`src/rtl/fxp_divider.sv`:
```
// fxp_divider: sequential signed fixed-point divider, one quotient bit per clock.
// Restoring division on operand magnitudes; sign is applied to the final quotient.
// Operands are captured on every clock edge while rst is high; the first edge
// with rst low starts the divide.
// Optional build macro: FXP_DIV_SATURATE_EN (saturate quot on overflow instead
// of wrapping).
//
//   state    | meaning
//   ---------+-----------------------------------------------------------
//   S_IDLE   | rst held: operands captured every edge, outputs cleared
//   S_DIVIDE | one restoring-division step per edge
//   S_DONE   | result (or divide-by-zero) held until the next rst
module fxp_divider #(
  parameter int DATA_WIDTH = 32,
  parameter int BIN_POS    = 16
) (
  input  logic                  clk,
  input  logic                  rst,
  output logic                  ready,
  output logic                  complete,
  input  logic [DATA_WIDTH-1:0] num,
  input  logic [DATA_WIDTH-1:0] denom,
  output logic [DATA_WIDTH-1:0] quot,
  output logic                  div_zero
);

  localparam int N  = DATA_WIDTH + BIN_POS;
  localparam int CW = (N > 1) ? $clog2(N) : 1;

  typedef enum logic [1:0] {
    S_IDLE   = 2'd0,
    S_DIVIDE = 2'd1,
    S_DONE   = 2'd2
  } state_t;

  state_t                r_state;
  logic [DATA_WIDTH-1:0] r_num;
  logic [DATA_WIDTH-1:0] r_den;
  logic [DATA_WIDTH-1:0] r_den_mag;
  logic [DATA_WIDTH-1:0] r_rem;
  logic [N-1:0]          r_dvd;
  logic [CW-1:0]         r_cnt;
  logic                  r_neg;
  logic                  r_ready;
  logic                  r_complete;
  logic                  r_div_zero;
  logic [DATA_WIDTH-1:0] r_quot;

  logic [DATA_WIDTH-1:0] w_num_mag;
  logic [DATA_WIDTH-1:0] w_den_mag;
  logic [N-1:0]          w_num_ext;
  logic [DATA_WIDTH:0]   w_rem_sh;
  logic                  w_ge;
  logic [DATA_WIDTH-1:0] w_rem_next;
  logic [N-1:0]          w_dvd_next;
  logic [DATA_WIDTH-1:0] w_q_lo;
  logic [DATA_WIDTH-1:0] w_wrap;
  logic [DATA_WIDTH-1:0] w_quot;

  // Magnitudes of the captured operands; most-negative maps to 2^(DATA_WIDTH-1).
  always_comb begin
    w_num_mag = r_num[DATA_WIDTH-1] ? (~r_num + 1'b1) : r_num;
    w_den_mag = r_den[DATA_WIDTH-1] ? (~r_den + 1'b1) : r_den;
    w_num_ext = N'(w_num_mag) << BIN_POS;
  end

  // One restoring step: shift the next dividend bit into the partial remainder,
  // subtract the divisor when it fits, and shift the quotient bit into r_dvd.
  always_comb begin
    w_rem_sh   = {r_rem, r_dvd[N-1]};
    w_ge       = (w_rem_sh >= {1'b0, r_den_mag});
    w_rem_next = w_ge ? (w_rem_sh[DATA_WIDTH-1:0] - r_den_mag) : w_rem_sh[DATA_WIDTH-1:0];
    w_dvd_next = {r_dvd[N-2:0], w_ge};
  end

  // Final quotient: sign applied, then wrapped or saturated to DATA_WIDTH bits.
  always_comb begin
    w_q_lo = w_dvd_next[DATA_WIDTH-1:0];
    w_wrap = r_neg ? (~w_q_lo + 1'b1) : w_q_lo;
`ifdef FXP_DIV_SATURATE_EN
    if (!r_neg && (w_dvd_next > ((N'(1) << (DATA_WIDTH-1)) - N'(1)))) begin
      w_quot = {1'b0, {(DATA_WIDTH-1){1'b1}}};
    end else if (r_neg && (w_dvd_next > (N'(1) << (DATA_WIDTH-1)))) begin
      w_quot = {1'b1, {(DATA_WIDTH-1){1'b0}}};
    end else begin
      w_quot = w_wrap;
    end
`else
    w_quot = w_wrap;
`endif
  end

  // Control FSM and datapath registers; rst doubles as operand load.
  always_ff @(posedge clk) begin
    if (rst) begin
      r_state    <= S_IDLE;
      r_num      <= num;
      r_den      <= denom;
      r_ready    <= 1'b1;
      r_complete <= 1'b0;
      r_div_zero <= 1'b0;
      r_quot     <= '0;
      r_rem      <= '0;
      r_dvd      <= '0;
      r_den_mag  <= '0;
      r_neg      <= 1'b0;
      r_cnt      <= '0;
    end else begin
      case (r_state)
        S_IDLE: begin
          r_ready <= 1'b0;
          if (r_den == '0) begin
            r_complete <= 1'b1;
            r_div_zero <= 1'b1;
            r_quot     <= '0;
            r_state    <= S_DONE;
          end else begin
            r_rem     <= '0;
            r_dvd     <= w_num_ext;
            r_den_mag <= w_den_mag;
            r_neg     <= r_num[DATA_WIDTH-1] ^ r_den[DATA_WIDTH-1];
            r_cnt     <= CW'(N-1);
            r_state   <= S_DIVIDE;
          end
        end
        S_DIVIDE: begin
          r_rem <= w_rem_next;
          r_dvd <= w_dvd_next;
          if (r_cnt == '0) begin
            r_quot     <= w_quot;
            r_complete <= 1'b1;
            r_state    <= S_DONE;
          end else begin
            r_cnt <= r_cnt - 1'b1;
          end
        end
        S_DONE: begin
          r_state <= S_DONE;
        end
        default: begin
          r_state <= S_IDLE;
        end
      endcase
    end
  end

  assign ready    = r_ready;
  assign complete = r_complete;
  assign quot     = r_quot;
  assign div_zero = r_div_zero;

endmodule

```
`config.mk`:
```
export PLATFORM = sky130hd
export DESIGN_NAME = fxp_divider
export DESIGN_NICKNAME = d
export VERILOG_FILES = /design/src/rtl/fxp_divider.sv
export SDC_FILE = /design/constraint.sdc
export NUM_CORES = 1
export LEC_CHECK = 0
export CORE_MARGIN = 2
export CORE_UTILIZATION = 40
export CTS_BUF_LIST = sky130_fd_sc_hd__clkbuf_8
export DETAILED_ROUTE_END_ITERATION = 12
export HOLD_SLACK_MARGIN = 0.06
export PLACE_DENSITY = 0.58
export SYNTH_ARGS = -nofsm -noshare
export SYNTH_HDL_FRONTEND = slang
export SYNTH_SLANG_ARGS = --single-unit
export TNS_END_PERCENT = 50
```
`constraint.sdc`:
```
create_clock -name clk -period 6.8 [get_ports clk]
set_input_delay 1.36 -clock clk [delete_from_list [all_inputs] [get_ports clk]]
set_output_delay 1.36 -clock clk [all_outputs]
set_load 0.03 [all_outputs]
```
==> metrics, run 1 <==
Max-Cap Viols=0; IR drop worst, VDD=0.000183 V; dpl cell area=about 13000 sq um; syn_area_per_cell=between 8 and 9 sq um; drt wl/cell=between 15 and 20 um; worst slew pin tran=~1.2 ns; postcts setup bufs=0; DP Worst Slack=approximately 2.4 ns; vias in the first global route=a little under 10000; fin worst setup slack=about 2.4 ns; arrival time worst endpoint=4.88 ns; Total Wirelength=31000 um; post-synthesis cell area=approximately 12000 sq um; CTS tree=yes; Mapped Cells=approximately 1400; number of synthesized flops with an enable pin=64; Reg2Reg Setup Slack=2.36 ns; n_diodes=0; placed cells=1781; nets=around 1500; Period Utilization, post-route=0.654; unrepaired setup endpoints after global routing=no; min Tclk post-route=4.44 ns; Hold Path Stages=2; vias=~10000; DPL Wire Length=21400 um; kind of critical path=flop to flop; Area Growth Syn to Fin=16.7%; Final Hold Vio Count=0; setup TNS=0 ns; # H-tree levels=2; Worst EP required=between 7 and 8 ns; Seq. cell area=about 5000 sq um; Max Root-Sink Buffers=3; crit start category=flop; Power Dens Cells=approximately 350 nW/um^2; LEAKAGE=around 5.3 nW; Final Skew=between 0.015 and 0.02 ns; FMAX=225 MHz; Seq/Total Area, Yosys=0.417; most common cell in the netlist=dfxtp_1; Hold Crit Class=flop to flop; max-slew violations=0; DR vias/cell=5.58; synth unique cells=a little under 70; DRT Pass-1 Iters=7; Synth area leader=dfxtp_1; first-pass GRT wire length=around 51000 um; Ys Warns=0; FP Rows=63; cts repair resizes=0; FF+latch count, synth=220; Die Span X=about 180 um; multi-input combinational cell area=about 6400 sq um; relative slew slack=0.195; gr usage total=0.196; Synth Flop Type=dfxtp_1; PortBufs=100; die area=31600 sq um; core box area=between 20000 and 30000 sq um; largest net degree at the start of global routing=slightly below 80; Mapped Nets=around 1500; Final Setup Violations=0; initial antenna violation count=0; Post-synth top cells=156 x dfxtp_1, 152 x nand2_1, 115 x nor2_1, 67 x a21oi_1, 67 x inv_1; asr flop ratio synth=0; hold_buf cts=0; PnR Total Power=~0.0049 W; final instance area=14100 sq um; Synth top area share=0.258; DRT iter0 DRCs=around 660; clock-pin slew on the worst setup and hold paths=0.06 ns; type of destination of the critical path=flop; top post-synthesis cells by area=dfxtp_1 26%, edfxtp_1 16%, nand2_1 4.7%; Initial Util=0.407; clock sinks=220; RD Place Congestion=0.878; fillers=about 2900; IO Pins=just over 100; post-route ant nets=0; r2r worst-path depth=16; number of buffers created by CTS=40; DRC violations left=0; Finished Layout Cells=1854; share of layout cells above drive strength 1=0.0676; run status=completed; gr ovfl total=0; CTS root buf=clkbuf_8; Crit Path Max Fanout=9; Die Ht=178 um; clock latency on the worst-skew pair=0.55 ns
stage by stage:
stage	utilization	hold slack, ns
6_report	0.475	0.453
5_1_grt	0.475	0.474
4_1_cts	0.475	0.456
3_5_place_dp	0.448	0.442
3_3_place_gp	0.448	0.440
2_1_floorplan	-	0.431
layout by cell type, fill, tap and decap left out, types with 6 or more instances in the layout:
cell type / count
nand2b_1: 13
o2111ai_1: 11
or3_1: 15
o31ai_1: 26
nand3_1: 33
o211ai_1: 29
and3_1: 7
a32oi_1: 24
buf_4: 13
a211oi_1: 43
inv_1: 76
a21o_1: 16
o21ai_0: 66
a21oi_1: 66
clkbuf_8: 48
edfxtp_1: 64
clkdlybuf4s50_1: 99
nand4_1: 21
nand2_1: 152
o41ai_1: 13
a22oi_1: 32
xnor2_1: 40
o21a_1: 7
or2_2: 6
dfxtp_1: 156
nor4_1: 16
a221oi_1: 6
a31oi_1: 11
clkinv_1: 10
mux2i_1: 21
or4_1: 11
xor2_1: 64
nor2_1: 114
ha_1: 40
nor3_1: 20
flip-flops by register name, summed over array words and instances, names as in the netlist:
signal,flops
r_cnt,6
r_rem,32
ready,1
complete,1
r_state,2
r_den,32
quot,32
r_num,32
r_den_mag,32
div_zero,1
r_dvd,48
r_neg,1
layer usage:
| layer | GRT usage | vias to the layer above | part of all wire | wire (um) |
|---|---|---|---|---|
| met4 | 0.0502 | 0 | 0.017 | 537 |
| met3 | 0.0343 | 40 | 0.053 | 1630 |
| met2 | 0.289 | 255 | 0.42 | 13000 |
| met5 | 0 | - | 0 | 0 |
| met1 | 0.293 | 4884 | 0.51 | 15800 |
| li1 | - | 5158 | - | - |
path summary, 6_finish.rpt:
path	startpoint	end
worst max-delay path	r_den_mag[10]	quot[26]
worst min-delay path	quot[25]	quot[25]
worst max register to register	r_den_mag[10]	quot[26]
worst min register to register	quot[25]	quot[25]
worst max-delay path, cell delays in order (launching register included):
cell and delay (ns):
dfxtp_1 0.33, inv_1 0.05, ha_1 0.41, a21o_1 0.22, a221oi_1 0.27, o31ai_1 0.15, a22oi_1 0.39, a22oi_2 0.10
inv_1 0.10, ha_1 0.15, or3b_2 0.47, nor4_1 0.47, nand3_1 0.19, o31ai_1 0.44, o21ai_0 0.21, xor2_1 0.19
a22o_1 0.18
final cells by class:
cell class	count	share of cell area
tap	390	0.0346
sequential	220	0.358
clock buffer	48	0.0468
inverter	68	0.0181
multi-input combinational	990	0.455
clock inverter	25	0.00958
timing repair buffer	113	0.0779
report_power, final:
part	leakage (nW)	switching (W)	internal (W)	total, W
clock network	0.446	0.000562	0.000680	0.00124
registers	1.90	0.000219	0.00158	0.00180
logic	2.92	0.00120	0.000661	0.00186
cells by family (layout without fill, tap and decap cells):
logic type,count (synthesis),in the layout,share of synthesized area
xor+xnor,104,104,0.0753
flops,220,220,0.417
simple gates,441,441,0.176
compound gates,383,383,0.218
mux,21,21,0.0174
fa+ha+maj,41,41,0.0431
buf+inv,154,254,0.0527
(Power assumes the default switching activity.)
==> run 2, diff against run 1 <==
- clock period: 6.8 -> 4.6 ns (I/O delays scaled with it)
==> run 2 against run 1 <==
Wire length grew 1.7%. Sequential power grew 47%. Worst hold slack is essentially flat. Sequential share of layout area shrank 0.060 points. Combinational power grew 51%. Die area is the same. First-iteration DRC count grew 14%. Via count shrank 0.29%. Clock power grew 44%. Global-route usage grew 0.53 points. Count of clock-buffer cells in the layout is the same. Power grew 47%. Critical path type unchanged.
==> metrics, run 2 (synthesis gave the netlist of run 1 again) <==
CTS root buf=clkbuf_8; leading cell type in the layout, fill and taps excluded=dfxtp_1; clock-pin slew on the worst setup and hold paths=0.07 ns (about the same); unrepaired setup endpoints after global routing=no; CP startpoint=r_den_mag[29]; DRT iter0 DRCs=754 (+14%); Die Ht=178 um (unchanged); RR Startpoint=r_den_mag[29]; drt wl/cell=16.9 um (+1.3%); postcts setup bufs=0 (unchanged); Initial Util=0.407 (unchanged); IR drop worst, VDD=0.000359 V (+95%); Finished Layout Cells=1861 (+0.38%); clock latency on the worst-skew pair=0.56 ns (about the same); PnR Total Power=0.00723 W (+47%); Min Hold Slack=0.452 ns (-0.000336 ns); gr ovfl total=0 (unchanged); Worst EP required=5.04 ns (-2.19 ns); CTS tree=yes; max-slew violations=0 (unchanged); n_diodes=0 (unchanged); type of destination of the critical path=flop; FMAX=237 MHz (+5.1%); core box area=29700 sq um (unchanged); min Tclk post-route=4.23 ns (-0.218 ns); vias=10300 (-0.29%); largest register by flop count=r_dvd; post-route ant nets=0 (unchanged); worst slew pin tran=1.07 ns (-0.137 ns); # H-tree levels=2 (unchanged); share of layout cells above drive strength 1=0.0707 (+0.00308); Max-Cap Viols=0 (unchanged); max reg flops=48 (unchanged); DPL Wire Length=21300 um (-0.61%); largest net degree at the start of global routing=68 (-14%); gr usage total=0.201 (+0.00533); IO Pins=101 (unchanged); kind of critical path=flop to flop; Total Wirelength=31500 um (+1.7%); FP Rows=63 (unchanged); Largest stage delay, worst path=0.48 ns (about the same); Final Skew=0.0347 ns (+0.0185 ns); DRT Pass-1 Iters=5 (-2); Final Hold Vio Count=0 (unchanged); Period Utilization, post-route=0.919 (+0.265); relative slew slack=0.287 (+0.0919); number of buffers created by CTS=41 (+2.5%); Area Growth Syn to Fin=16.9%; Die Span X=178 um (unchanged); run status=completed; clock sinks=220 (unchanged); worst path cell trace=inv_1, ha_1, a21o_1, or4_1, o21ai_0, and3_1, a22oi_2, inv_1, ha_1, or3b_2, nor4_1, buf_4, nand3_1, o31ai_1, o21ai_0, xor2_1, a22o_1; min-delay src=ready; crit start category=flop; Final Util=0.476 (+0.000800); vias in the first global route=9820 (+0.64%); Max Root-Sink Buffers=3 (unchanged); PortBufs=100 (unchanged); first-pass GRT wire length=51600 um (+2.0%); setup TNS=0 ns (unchanged); LEAKAGE=5.29 nW (+0.48%); nets=1548 (+0.52%); hold_buf cts=0 (unchanged); CP max-delay cell=or3b_2; die area=31600 sq um (unchanged); Final Setup Violations=0 (unchanged); cts repair resizes=0 (unchanged); RD Place Congestion=0.909 (+3.6%); commonest cells after routing, fill and taps aside=156 x dfxtp_1, 152 x nand2_1, 114 x nor2_1; Crit Path Max Fanout=6 (-3); Power Dens Cells=511 nW/um^2 (+47%); Hold Crit Class=flop to flop; DRC violations left=0 (unchanged); placed cells=1788 (+0.39%); initial antenna violation count=0 (unchanged); arrival time worst endpoint=4.67 ns (-0.21 ns); DR vias/cell=5.54 (-0.67%)
run 2: cell types whose count changed in the layout (fill, tap and decap cells not counted):
cell / before / now
buf_4: 13 / 20
clkinv_1: 10 / 9
clkinvlp_4: 0 / 1
clkinv_2: 4 / 3
inv_1: 76 / 79
bufinv_16: 1 / 0
inv_6: 2 / 1
run 2: critical path: cells and delay by family (launching register included):
kind	cells	cell delay, ns
AOI/OAI and AO/OA	6	1.38
buffers and inverters	3	0.31
adders and majority gates	2	0.50
DFF	1	0.33
and+or+nand+nor	5	1.40
xor gates and xnor gates	1	0.20
run 2: worst paths after layout:
| kind | endpoint | slack [ns] | cells after the start |
|---|---|---|---|
| setup / recovery | quot[26] | 0.37 | 17 |
| hold / removal | ready | 0.45 | 1 |
| setup reg to reg | quot[26] | 0.37 | 17 |
| hold reg to reg | ready | 0.45 | 1 |
run 2: where the power goes:
group / leakage, nW / switching (W) / internal [W]
combinational: 2.95 / 0.00181 / 0.000996
clock: 0.438 / 0.000838 / 0.000947
sequential: 1.90 / 0.000298 / 0.00234
total: 5.29 / 0.00295 / 0.00428
run 2: metal layers:
layer / up-vias / wire length, um / GRT usage
li1: 5167 / - / -
met1: 4813 / 15700 / 0.299
met2: 274 / 13400 / 0.298
met3: 53 / 1750 / 0.0319
met4: 0 / 682 / 0.0581
met5: - / 0 / 0
run 2: layout make-up:
cell class	count	area, sq um
Timing Repair Buffer	120	1150
Clock inverter	25	106
Multi-Input combinational cell	990	6430
Sequential cell	220	5040
Tap cell	390	488
Fill cell	2857	15600
Clock buffer	48	661
Inverter	68	255
run 2: stage by stage:
stage	setup WS [ns]	instance area, sq um
finish	0.373	14100
global route	0.0732	14100
CTS	0.374	14100
detailed placement	0.406	13400
global placement	0.516	13400
floorplan	0.252	12100
==> run 3, diff against run 2 <==
- CTS_BUF_LIST: sky130_fd_sc_hd__clkbuf_8 -> unset
- GPL_TIMING_DRIVEN: unset -> 0
==> run 3 against run 2 <==
Register-to-register slack lost 0.21 ns. Utilization grew 1.3 points. Critical path depth is the same.
==> metrics, run 3 (synthesis gave the netlist of run 1 again) <==
Reg2Reg Setup Slack=0.16 ns (-0.21 ns); max-slew violations=0 (unchanged); switching share of power=0.396 (-0.0116); Max-Cap Viols=0 (unchanged); Comb power frac=0.392 (+0.004); min Tclk post-route=4.44 ns (+0.208 ns); n_diodes=0 (unchanged); CP most frequent cell=ha_1; vias=10700 (+3.6%); Period Utilization, post-route=0.964 (+0.0452); worst path cell trace=inv_1, ha_1, a21o_1, or4_1, o21ai_0, and3_1, a22oi_1, buf_2, clkinvlp_4, ha_1, or3b_2, nor4_4, nand3_2, o31ai_4, nand2_1, xor2_1, a22o_1; DR vias/cell=5.62 (+1.4%); gr usage total=0.217 (+0.0155); Int Power=0.00470 W (+9.7%); DRT Pass-1 Iters=5 (unchanged); worst slew pin tran=1.00 ns (-0.0672 ns); IO Pins=101 (unchanged); Critical Path End=quot[30]; nets=1600 (+3.4%); Finished Layout Cells=1902 (+2.2%); Hold Crit Class=flop to flop; largest net degree at the start of global routing=70 (+2.9%); DRC violations left=0 (unchanged); RD Place Congestion=0.883 (-2.9%); type of destination of the critical path=flop; leading cell type in the layout, fill and taps excluded=dfxtp_1; IR drop worst, VDD=0.000320 V (-11%); placed cells=1854 (+3.7%); DP Worst Slack=-1.12 ns (-1.52 ns); relative slew slack=0.332 (+0.0448); Min Hold Slack=0.450 ns (-0.00242 ns); Final Setup Violations=0 (unchanged); CP startpoint=r_den_mag[29]; drt wl/cell=17.9 um (+5.8%); FMAX=225 MHz (-4.7%); DRT iter0 DRCs=772 (+2.4%); Total Wirelength=34100 um (+8.1%); largest register by flop count=r_dvd; PnR Total Power=0.00778 W (+7.6%); PortBufs=100 (unchanged); # H-tree levels=1 (-1); Net Sw Power=0.00308 W (+4.5%); crit start category=flop; post-route ant nets=0 (unchanged); die area=31600 sq um (unchanged); Clock Power Share=0.269 (+0.022); share of layout cells above drive strength 1=0.0675 (-0.00324); Largest stage delay, worst path=0.51 ns (+0.03 ns); Die Ht=178 um (unchanged); run status=completed; CTS tree=yes; Power Dens Cells=536 nW/um^2 (+4.7%); Area Growth Syn to Fin=20.1%; FP Rows=63 (unchanged); Worst EP required=5.02 ns (-0.02 ns); fin worst setup slack=0.165 ns (-0.208 ns); core box area=29700 sq um (unchanged); Reg power frac=0.338 (-0.027); DPL Wire Length=25000 um (+17%); Max Root-Sink Buffers=3 (unchanged); arrival time worst endpoint=4.85 ns (+0.18 ns); CP max-delay cell=or3b_2; clock-pin slew on the worst setup and hold paths=0.06 ns (about the same); RR Startpoint=r_den_mag[29]; r2r endpoint=quot[30]; Final Skew=0.0135 ns (-0.0212 ns); Final Hold Vio Count=0 (unchanged); max reg flops=48 (unchanged); Crit Path Max Fanout=10 (+4); unrepaired setup endpoints after global routing=no; Initial Util=0.407 (unchanged); r2r worst-path depth=17 (unchanged); hold_buf cts=0 (unchanged); clock latency on the worst-skew pair=0.53 ns (-0.03 ns); vias in the first global route=10100 (+2.9%); kind of critical path=flop to flop; LEAKAGE=5.39 nW (+2.0%); initial antenna violation count=0 (unchanged); clock sinks=220 (unchanged); CTS root buf=clkbuf_16; number of buffers created by CTS=26 (-37%); first-pass GRT wire length=55000 um (+6.5%); gr ovfl total=0 (unchanged); Die Span X=178 um (unchanged); commonest cells after routing, fill and taps aside=156 x dfxtp_1, 152 x nand2_1, 115 x nor2_1
[run 3: cell types whose count changed in the layout (fill, tap and decap cells not counted), moves of 6 or more]
cell and delta:
buf_2 +17, buf_4 -12, clkbuf_1 +61, clkbuf_16 +28
clkbuf_8 -44, clkinv_1 -6, inv_1 -13
[run 3: stage by stage]
stage / setup TNS [ns] / util / cell area [sq um]
after floorplan: 0 / - / 12100
after global placement: -79.72 / 0.457 / 13600
after detailed placement: -6.71 / 0.457 / 13600
after CTS: 0 / 0.488 / 14500
after global routing: 0 / 0.489 / 14500
final: 0 / 0.489 / 14500
[run 3: final cells by class]
cell class,instances,area [sq um]
fillers,2843,15200
multi-input cells,990,6450
flip-flops and latches,220,5040
repair buffers,102,1010
clock buffers,36,772
well taps,390,488
plain buffers,85,378
inverters,68,259
clock inverters,11,111
[run 3: power groups by stage]
stage / Sequential [W] / Combinational (W) / Clock, W
3_5_place_dp: 0.00266 / 0.00299 / 0
3_3_place_gp: 0.00265 / 0.00298 / 0
5_1_grt: 0.00267 / 0.00338 / 0.00223
4_1_cts: 0.00262 / 0.00301 / 0.00215
6_report: 0.00263 / 0.00305 / 0.00209
2_1_floorplan: 0.00258 / 0.00217 / 0
[run 3: critical path, delay by kind of cell, from the launching register on]
kind | cells | cell delay (ns)
adders and majority gates | 2 | 0.54
and+or+nand+nor | 6 | 1.66
DFF | 1 | 0.33
AOI/OAI and AO/OA | 5 | 1.15
buffers and inverters | 3 | 0.46
xor gates and xnor gates | 1 | 0.18
[run 3: how the worst min path moves through the flow]
stage          cells after the start  startpoint         to
2_1_floorplan                      2   r_dvd[40]  r_dvd[40]
3_3_place_gp                       2   r_dvd[42]  r_dvd[42]
3_5_place_dp                       2   r_dvd[40]  r_dvd[40]
4_1_cts                            2   r_dvd[40]  r_dvd[40]
5_1_grt                            2   r_dvd[39]  r_dvd[39]
6_report                           2   r_dvd[40]  r_dvd[40]
[run 3: metal layers]
metal	vias up	share of wire	routed length, um	global-route usage
li1	5272	-	-	-
met1	5068	0.50	17000	0.324
met2	307	0.43	14700	0.333
met3	33	0.055	1880	0.0249
met4	0	0.014	465	0.0485
met5	-	0	0	0
[run 3: repair_timing]
item                                    in CTS  in global routing
cloned                                       0                  0
endpoints found under the setup margin      12                  2
buffers inserted                             1                  1
pin swaps                                    0                  2
resized for setup                            4                  4
==> RTL edit 1 (config.mk and constraints of run 1) <==
The option `FXP_DIV_SATURATE_EN` is turned on by a define.
--- a/src/rtl/fxp_divider.sv
+++ b/src/rtl/fxp_divider.sv
@@ -10,6 +10,8 @@
 //   S_IDLE   | rst held: operands captured every edge, outputs cleared
 //   S_DIVIDE | one restoring-division step per edge
 //   S_DONE   | result (or divide-by-zero) held until the next rst
+`define FXP_DIV_SATURATE_EN
+
 module fxp_divider #(
   parameter int DATA_WIDTH = 32,
   parameter int BIN_POS    = 16
Behaviour: no difference found for any inputs over 10 cycles, from zero or initial values and one cycle with rst high; that may be too few to reach the edited logic, so the function may still have changed.
==> RTL edit 1 against run 1 <==
- cell area is 1.3% lower
- power is 1.2% higher
- sequential cell count stayed put
- die area is 1.5% lower
- count of clock-buffer cells in the layout is 3 lower
- area after synthesis is 1.5% lower
- wire length is 0.96% higher
- worst setup slack better by 0.030 ns
- non-clock buffer count stayed put
- highest routed layer unchanged
- sequential power hardly changed
==> RTL edit 1: results (changes against run 1) <==
Min Hold Slack=0.448 ns (-0.00440 ns); multi-input logic area=6320 sq um (-1.7%); run status=finished, final reports clean; adder-cell share of the synthesized area=0.0437 (+0.000674); met2 wire len=13100 microns (+0.60%); DR WL met3=2100 microns (+29%); Setup Skew=0.0341 ns (+0.0179 ns); fillers=2886 (+1.0%); Power per Cell Area=356 nW/um^2 (+2.5%); Worst Tran Pin Value=1.20 ns (-0.00531 ns); Seq/Total Area, Yosys=0.424 (+0.00653); count of TritonRoute iterations in the first routing pass=5 (-2); Clock power frac=0.243 (-0.010); Psw=0.00203 W (+2.4%); library cells used by synthesis=80 (+16%); top cells by area, synth=dfxtp_1 (26%), edfxtp_1 (16%), xor2_1 (4.8%); DRT iter0 DRCs=722 (+8.7%); CP Data Arrival Time=4.86 ns (-0.02 ns); Max IR drop VDD=0.000161 V (-12%); Post-synth top cells=dfxtp_1 (156), nand2_1 (138), nor2_1 (137); Cell Area, Placed=13200 sq um (-1.1%); pre-CTS setup slack=2.43 ns (+0.0364 ns); leakage power=5.32 nW (+1.1%); vias in the first global route=9570 (-1.9%); via/cell ratio=5.57 (-0.10%); syn avg cell area=8.76 sq um (-1.2%)
-- RTL edit 1: worst max-delay path, stage by stage (launching register included) --
cell      delay [ns]
dfxtp_1         0.38
inv_1           0.07
ha_1            0.30
nor2b_1         0.14
o211ai_1        0.20
a31oi_1         0.19
a211oi_2        0.38
o21bai_1        0.24
a211o_2         0.50
inv_2           0.10
ha_1            0.31
nand3_1         0.23
nor2_1          0.37
nand2_1         0.14
nor3_1          0.23
mux2i_1         0.22
o22ai_1         0.10
a22o_1          0.20
-- RTL edit 1: final cells by class --
type / instances / share of cell area
multi-input combinational: 998 / 0.454
sequential: 220 / 0.362
timing repair buffer: 113 / 0.0789
clock buffer: 45 / 0.0445
tap: 390 / 0.0350
inverter: 57 / 0.0154
clock inverter: 25 / 0.0104
-- RTL edit 1: per-layer routing --
| layer | vias to the layer above | global-route usage |
|---|---|---|
| met5 | - | 0 |
| met1 | 4772 | 0.303 |
| met3 | 56 | 0.0416 |
| met2 | 348 | 0.290 |
| li1 | 5117 | - |
| met4 | 0 | 0.0582 |
==> RTL edit 2 (flow settings as in run 1) <==
Without the edit above. Encoding of `state_t`: now one-hot (3 bits for 3 states).
--- a/src/rtl/fxp_divider.sv
+++ b/src/rtl/fxp_divider.sv
@@ -27,10 +27,10 @@
   localparam int N  = DATA_WIDTH + BIN_POS;
   localparam int CW = (N > 1) ? $clog2(N) : 1;
 
-  typedef enum logic [1:0] {
-    S_IDLE   = 2'd0,
-    S_DIVIDE = 2'd1,
-    S_DONE   = 2'd2
+  typedef enum logic [2:0] {
+    S_IDLE   = 3'b001,
+    S_DIVIDE = 3'b010,
+    S_DONE   = 3'b100
   } state_t;
 
   state_t                r_state;
Behaviour: same outputs for any inputs over 10 cycles, from zero or initial values and one cycle with rst high; not proved beyond that.
==> RTL edit 2 against run 1 <==
- cell area shrank 3.6%
- via count decreased by 7.6%
- first-iteration DRC count increased by 18%
- worst setup slack worse by 0.48 ns
- area after synthesis fell by 5.6%
- sequential cell count increased by 1
- count of clock-buffer cells in the layout grew 5
- wire length decreased by 7.1%
- critical endpoint is now quot[24]
- largest cell class unchanged
Power is not compared: it rests on default switching activity, and its combinational part moved more than twofold at a synthesized area within 25%.
==> RTL edit 2: results (changes against run 1) <==
number of flops mapped to enable cells by yosys=64 (unchanged); CP Data Arrival Time=5.35 ns (+0.47 ns); Top reg by flops=r_dvd; top_reg_cell synth=dfxtp_1; max FFs per register=48 (unchanged); Seq/Total Area, Yosys=0.444 (+0.0267); postcts setup bufs=0 (unchanged); Worst Tran Pin Value=1.03 ns (-0.180 ns); Async SR Flop Fraction=0 (unchanged); library cells used by synthesis=66 (-4.3%); worst-skew pair later-pin latency=0.56 ns; Vias=9554 (-7.6%); # diodes=0 (unchanged); Max stage delay on crit path=0.51 ns (+0.04 ns); I/O Buffers=100 (unchanged); leakage power=4.97 nW; pre-CTS setup slack=1.94 ns (-0.454 ns); hold-fix buffer count after cts=0 (unchanged); GRT Total Usage=0.191 (-0.00443); Min Hold Slack=0.448 ns (-0.00485 ns); Reg-to-Reg End=quot[24]; RR Startpoint=r_den_mag[6]; Max IR drop VDD=0.000160 V; top cells by area, synth=dfxtp_1 (28%), edfxtp_1 (17%), xnor2_1 (6.2%); post-CTS resize count=0 (unchanged); Synth Warn #=0 (unchanged); count of TritonRoute iterations in the first routing pass=7 (unchanged); CTS max path bufs=3 (unchanged); largest net degree at the start of global routing=100 (+27%); Avg WL per Cell=16.5 microns (-1.5%); Cell Area, Placed=12700 sq um (-4.5%); hold-critical path endpoint=quot[10]; Setup Skew=0.0290 ns (+0.0128 ns); WHS Path Cells=2 (unchanged); Synth-to-Final Area Change=19.3%; H-Tree Depth=2 (unchanged); R2R cell count=17 (+1); vias in the first global route=9181 (-5.9%); Final HPWL DP=19500 microns (-9.2%); fillers=2726 (-4.6%); Clock transition at path regs=0.06 ns (about the same); CP Max Fanout=8 (-1); first-pass GRT wire length=47700 microns (-5.8%); Final Wtd Congestion=0.907 (+3.4%); cts bufs inserted=41 (+2.5%); initial antenna violation count=0 (unchanged); Mapped Nets=1362 (-7.4%); Post-synth top cells=dfxtp_1 (157), nand2_1 (126), nor2_1 (107); DRT iter0 DRCs=784 (+18%); highest-delay cell along the critical path=or4_1; HP Start=quot[10]; CP delay by family, top=simple AND/OR/NAND/NOR gates; run status=finished, final reports clean; layout cell share with drive strength beyond 1=0.0818 (+0.0141); Sw Share=0.314; HP Class=flip-flop to flip-flop; Root Driver=clkbuf_8; top cell type's share of synthesized area=0.275 (+0.0172)
-- RTL edit 2: cell types whose count changed after synthesis, moves of 10 or more --
cell             run 1  this run
nand4_1             21         5
a32oi_1             24         6
o211ai_1            29        11
a22oi_1             33         8
buf_2               17         7
mux2i_1             21         3
xor2_1              64        39
nand2_1            152       126
inv_1               67        45
a222oi_1             0        27
nand3_1             33        44
xnor2_1             40        81
a21oi_1             67        92
-- RTL edit 2: worst max path at each step --
stage                       from        to  slack, ns
finish              r_den_mag[6]  quot[24]       1.87
global route        r_den_mag[6]  quot[24]       1.61
CTS                 r_den_mag[6]  quot[24]       1.92
detailed placement  r_den_mag[6]  quot[24]       1.94
global placement    r_den_mag[6]  quot[24]       1.99
floorplan           r_den_mag[6]  quot[24]       1.88
-- RTL edit 2: area by class of cell --
cell class                 count  area share
clock inverter                23      0.0120
tap                          378      0.0348
timing repair buffer         113      0.0817
clock buffer                  53      0.0536
inverter                      46      0.0127
multi-input combinational    914       0.433
sequential                   221       0.372
-- RTL edit 2: per-layer routing --
metal | share of wire | routed length, microns | track usage
met1 | 0.48 | 13800 | 0.265
met2 | 0.44 | 12700 | 0.301
met3 | 0.052 | 1490 | 0.0356
met4 | 0.027 | 772 | 0.0643
met5 | 0 | 0 | 0
-- RTL edit 2: power groups by stage --
stage                     logic (W)  clock network (W)  registers (W)
after floorplan            0.000634                  0        0.00156
after global placement     0.000849                  0        0.00159
after detailed placement   0.000849                  0        0.00160
after CTS                  0.000854            0.00140        0.00157
after global routing       0.000952            0.00146        0.00159
final                      0.000856            0.00136        0.00157
-- RTL edit 2: cell families (layout without fill, tap and decap cells) --
logic type,count (synthesis),after routing,share of synthesized area
AO/OA/AOI/OAI,356,356,0.208
XOR/XNOR,120,120,0.0921
adder cells (fa/ha/maj),38,38,0.0423
buffers and inverters,123,235,0.0419
flip-flops,221,221,0.444
multiplexers,5,5,0.00461
AND/OR/NAND/NOR,395,395,0.167
-- RTL edit 2: stage by stage --
step	instances	total power (W)
after floorplan	1258	0.00220
after CTS	1748	0.00382
final	1748	0.00379
after global routing	1748	0.00400
after global placement	1672	0.00244
after detailed placement	1672	0.00245
-- RTL edit 2: tightest hold or removal path, cell delays in order, from the launching register on --
cell and delay [ns]:
dfxtp_1 0.31, nand2_1 0.05, a21oi_1 0.05
